### config.mk
export PLATFORM = sky130hd
export DESIGN_NAME = l2_bus_adapter
export DESIGN_NICKNAME = d
export VERILOG_FILES = /design/src/rtl/l2_bus_adapter.sv
export SDC_FILE = /design/constraint.sdc
export NUM_CORES = 1
export LEC_CHECK = 0
export ABC_AREA = 1
export CAP_MARGIN = 20
export CORE_AREA = 2 2 165 167
export CTS_BUF_LIST = sky130_fd_sc_hd__clkbuf_8
export CTS_CLUSTER_DIAMETER = 80
export DETAILED_ROUTE_END_ITERATION = 12
export DIE_AREA = 0 0 167 169
export DONT_BUFFER_PORTS = 1
export MAX_ROUTING_LAYER = met4
export PLACE_DENSITY = 0.7
export REMOVE_ABC_BUFFERS = 1
export SYNTH_ARGS = -nofsm -noshare
export SYNTH_HDL_FRONTEND = slang
export SYNTH_SLANG_ARGS = --single-unit
### constraint.sdc
create_clock -name clk_i -period 17.8 [get_ports clk_i]
set_clock_uncertainty 0.15 [all_clocks]
set_input_delay 3.56 -clock clk_i [delete_from_list [all_inputs] [get_ports clk_i]]
set_output_delay 3.56 -clock clk_i [all_outputs]
set_load 0.01 [all_outputs]
### src/rtl/l2_bus_adapter.sv
// Line-to-word bridge between the L2 memory channel and a 32-bit OBI bus, one outstanding word at a time.
// Optional macro L2_BUS_ADAPTER_SKIP_ZERO_BE_EN: write words with all-zero byte enables are not issued.
module l2_bus_adapter #(
  parameter int LINE_SIZE  = 16,
  parameter int ADDR_WIDTH = 28,
  parameter int TAG_WIDTH  = 8
) (
  input  logic                     clk_i,
  input  logic                     rst_ni,
  input  logic                     mem_req_valid_i,
  input  logic                     mem_req_rw_i,
  input  logic [LINE_SIZE-1:0]     mem_req_byteen_i,
  input  logic [ADDR_WIDTH-1:0]    mem_req_addr_i,
  input  logic [LINE_SIZE*8-1:0]   mem_req_data_i,
  input  logic [TAG_WIDTH-1:0]     mem_req_tag_i,
  output logic                     mem_req_ready_o,
  output logic                     mem_rsp_valid_o,
  output logic [LINE_SIZE*8-1:0]   mem_rsp_data_o,
  output logic [TAG_WIDTH-1:0]     mem_rsp_tag_o,
  input  logic                     mem_rsp_ready_i,
  output logic                     bus_req_o,
  input  logic                     bus_gnt_i,
  output logic [31:0]              bus_addr_o,
  output logic                     bus_we_o,
  output logic [3:0]               bus_be_o,
  output logic [31:0]              bus_wdata_o,
  input  logic                     bus_rvalid_i,
  input  logic [31:0]              bus_rdata_i
);

  localparam int NW = LINE_SIZE / 4;
  localparam int IW = (NW > 1) ? $clog2(NW) : 1;
  localparam int LB = $clog2(LINE_SIZE);
  localparam int BW = ADDR_WIDTH + LB;

  typedef enum logic [1:0] {IDLE, REQ, WAIT, RSP} state_t;

  state_t                   state_q, state_d;
  logic [IW-1:0]            idx_q, idx_d;
  logic                     load, capture;
  logic                     rw_q;
  logic [ADDR_WIDTH-1:0]    addr_q;
  logic [LINE_SIZE-1:0]     byteen_q;
  logic [LINE_SIZE*8-1:0]   data_q;
  logic [TAG_WIDTH-1:0]     tag_q;
  logic [LINE_SIZE*8-1:0]   line_q;
  logic                     in_req;

  // Byte address of word i of the line, fitted to the 32-bit bus.
  function automatic logic [31:0] word_addr(input logic [ADDR_WIDTH-1:0] a,
                                            input logic [IW-1:0] i);
    logic [BW-1:0] b;
    b = {a, {LB{1'b0}}} | (BW'(i) << 2);
    return 32'(b);
  endfunction

`ifdef L2_BUS_ADAPTER_SKIP_ZERO_BE_EN
  logic [IW:0] nxt;

  // Lowest word at or above start with any byte enabled; MSB flags whether one exists.
  function automatic logic [IW:0] next_word(input logic [LINE_SIZE-1:0] be, input int start);
    logic [IW:0] r;
    r = '0;
    for (int j = NW - 1; j >= 0; j--) begin
      if (j >= start && be[4*j +: 4] != 4'h0) r = {1'b1, IW'(j)};
    end
    return r;
  endfunction
`endif

  always_comb begin
    state_d = state_q;
    idx_d   = idx_q;
    load    = 1'b0;
    capture = 1'b0;
`ifdef L2_BUS_ADAPTER_SKIP_ZERO_BE_EN
    nxt     = '0;
`endif
    case (state_q)
      IDLE: begin
        if (mem_req_valid_i) begin
          load    = 1'b1;
          idx_d   = '0;
          state_d = REQ;
`ifdef L2_BUS_ADAPTER_SKIP_ZERO_BE_EN
          if (mem_req_rw_i) begin
            nxt = next_word(mem_req_byteen_i, 0);
            if (nxt[IW]) idx_d = nxt[IW-1:0];
            else         state_d = IDLE;
          end
`endif
        end
      end
      REQ: begin
        if (bus_gnt_i) state_d = WAIT;
      end
      WAIT: begin
        if (bus_rvalid_i) begin
          capture = !rw_q;
          if (idx_q == IW'(NW - 1)) begin
            state_d = rw_q ? IDLE : RSP;
          end else begin
            idx_d   = idx_q + IW'(1);
            state_d = REQ;
          end
`ifdef L2_BUS_ADAPTER_SKIP_ZERO_BE_EN
          if (rw_q) begin
            nxt = next_word(byteen_q, int'(idx_q) + 1);
            if (nxt[IW]) begin
              idx_d   = nxt[IW-1:0];
              state_d = REQ;
            end else begin
              state_d = IDLE;
            end
          end
`endif
        end
      end
      RSP: begin
        if (mem_rsp_ready_i) state_d = IDLE;
      end
      default: state_d = IDLE;
    endcase
  end

  always_ff @(posedge clk_i or negedge rst_ni) begin
    if (!rst_ni) begin
      state_q <= IDLE;
      idx_q   <= '0;
    end else begin
      state_q <= state_d;
      idx_q   <= idx_d;
    end
  end

  // Request and line storage carry no reset; outputs are gated by state instead.
  always_ff @(posedge clk_i) begin
    if (load) begin
      rw_q     <= mem_req_rw_i;
      addr_q   <= mem_req_addr_i;
      byteen_q <= mem_req_byteen_i;
      data_q   <= mem_req_data_i;
      tag_q    <= mem_req_tag_i;
    end
    if (capture) line_q[32*idx_q +: 32] <= bus_rdata_i;
  end

  assign in_req          = (state_q == REQ);
  assign mem_req_ready_o = (state_q == IDLE);
  assign bus_req_o       = in_req;
  assign bus_addr_o      = in_req ? word_addr(addr_q, idx_q) : 32'h0;
  assign bus_we_o        = in_req & rw_q;
  assign bus_be_o        = in_req ? (rw_q ? byteen_q[4*idx_q +: 4] : 4'hF) : 4'h0;
  assign bus_wdata_o     = in_req ? data_q[32*idx_q +: 32] : 32'h0;
  assign mem_rsp_valid_o = (state_q == RSP);
  assign mem_rsp_data_o  = (state_q == RSP) ? line_q : '0;
  assign mem_rsp_tag_o   = (state_q == RSP) ? tag_q : '0;

endmodule

==> out/metrics.yaml <==
port_buffers: 0
crit_buf_inv: 1
grt_usage_pct: 22.9
drive_gt1_share_pct: 7.58
cp_max_fo: 61
cp_top_family: "flip-flops"
powerDensity_nw_per_um2: 142
cp.arrival_ps: 2790
whs_path_depth: 3
ant_nets: 0
drv_slew: 0
power_frac_clock_pct: 29.3
grt_max_degree: 182
path_clk_slew_ps: 60
routed-via-count: 8676
area_growth_pct: 8.49
initial_core_util_pct: 50.7
clockBufferDepth: 3
cts_resized: 0
comb_power_share_pct: 23.5
clk_latency_ps: 570
seq_power_share_pct: 47.1
wl_per_cell_um: 19.8
post_drt_via_cell_ratio: 5.33
dpl.hpwl_um: 21100
ys_ff_latch: 313
fin_nets: 1463
hold_violations: 0
cap_violations: 0
first_iter_violations: 918
fin_util_pct: 55.0
die_x_um: 167
htreeDepth: 2
whs_ps: 583
routed_wl_um: 32200
slew_headroom_pct: 26.8
die_area_sq_um: 28200
ys_types: 22
intPower_uw: 1350
cts_buffers: 50
tightest_slew_ps: 1100
fin_setup_tns_ps: 0
grt_pass1_vias: 8657
syn_area_per_cell_sq_um: 10.7
timing.reg2reg.setup_slack_ps: 14250
rows: 60
final_cell_mix: "361 x nor2_1, 309 x edfxtp_1, 240 x inv_1"
ios: 427
min_path_type: "reg -> reg"
swShare_pct: 34.5
post-route-min-period_ps: 6500
finalSetupViolations: 0
dpl_cell_area_sq_um: 13500
crit_start: "idx_q[0]"
leakage_uw: 0.00568
drc: 0
cts_setup_buffers: 0
core_region_area_sq_um: 26500
fin_area_sq_um: 14600
timing.final.crit_share_pct: 36.5
end_kind: "primary output"
cp_slowest_cell: "dfrtp_4"
worst-r2r-cell-count: 5
crit_chain: "buf_4, nor2_1, nor2_1, o21ai_0, a21oi_1"
hold_buffers: 0
critPathMostFrequentCell: "nor2_1"
power_uw: 2070
hp-start: "rw_q"
r2r-start: "idx_q[0]"
outcome: "completed"
cts_sinks: 313
syn_area_sq_um: 13400
gp_congestion: 0.834
synth_seq_area_share_pct: 69.8
critPathMaxStageDelay_ps: 840
startpoint_type: "register"
first_pass_iters: 6
grt-ovfl-total: 0
mostFrequentLayoutCell: "nor2_1"
ctsRootBufferMaster: "clkbuf_8"
p_sw_uw: 713
yosys_warnings: 0
ir_drop_uv: 102
whs_endpoint: "state_q[0]"
reg2reg_to: "line_q[17]"
rsz0062_at_grt: "false"
grt_pass1_wl_um: 48000
die_height_um: 169
antenna_found_initial: 9
worstSetupPathType: "reg -> out"
syn_inst: 1251
worstPathRequired_ps: 14090
tritoncts: "yes"
fmax_mhz: 154
## routing by layer
metal	GRT usage, %	vias to the layer above	part of all wire, %	wire length, um
met4	10.0	0	3.3	1050
met2	38.6	470	51	16500
met5	-	-	0	0
met3	6.71	79	9.4	3030
met1	25.4	4114	36	11600
li1	-	4013	-	-
## worst max-delay path by stage
stage	slack [ps]	to	cells after the start
after floorplan	930	addr_q[0]	2
after global routing	11030	bus_wdata_o[30]	5
final	11300	bus_wdata_o[4]	5
after CTS	11280	bus_wdata_o[30]	5
after global placement	11950	bus_wdata_o[4]	5
after detailed placement	11900	bus_wdata_o[30]	5
## through the flow
step | worst slack (ps) | std cells
5_1_grt | 11030 | 1629
4_1_cts | 11280 | 1619
3_3_place_gp | 11950 | 1527
6_report | 11300 | 1629
3_5_place_dp | 11900 | 1527
2_1_floorplan | 935 | 1176
## power by group through the flow
stage                     Clock [uW]  Combinational (uW)  Sequential, uW
after floorplan                    0                 350            1030
after global placement             0                 478             987
after detailed placement           0                 491             989
after CTS                        620                 491             974
after global routing             651                 542             983
final                            606                 486             974
## cell usage after synthesis
library cell,number,area [sq um]
nor2_1,364,1370
edfxtp_1,309,9280
inv_1,233,875
nor3_1,60,300
o21ai_0,54,270
nand3_1,50,250
buf_2,42,210
nand2_1,37,139
a21oi_1,33,165
o21ai_1,14,70.1
buf_6,12,135
buf_4,9,67.6
clkbuf_1,8,30.0
nor3_2,6,60.1
buf_1,5,18.8
ha_1,5,62.6
dfrtp_1,4,100
nand2_4,2,22.5
a31oi_1,1,6.26
conb_1,1,3.75
inv_4,1,6.26
nor2_2,1,6.26
## layout make-up
cell class              instances  area (sq um)
well taps                     341           427
diodes                          9          22.5
inverters                     234           881
clock buffers                  50           688
multi-input cells             629          2770
fillers                      2213         11900
flip-flops and latches        313          9380
repair buffers                 11           108
clock inverters                42           305
## registers in the layout, summed over array words and instances (netlist names)
register,cells
addr_q,28
byteen_q,16
line_q,128
state_q,2
idx_q,2
rw_q,1
data_q,128
tag_q,8
## worst min-delay path, delay by kind of cell, from the launching register on
kind            cells  cell delay (ps)
compound gates      1               60
flops               1              460
simple gates        2              160
## cell families (layout without fill, tap and decap cells)
logic type,Yosys count,in the layout,share of synthesized area (%)
buf+inv,310,337,9.99
flops,313,313,69.8
fa+ha+maj,5,5,0.465
simple gates,520,520,16.0
compound gates,102,102,3.81
other cells,1,11,0.0279
No activity file was read; power rests on OpenSTA's default activity.
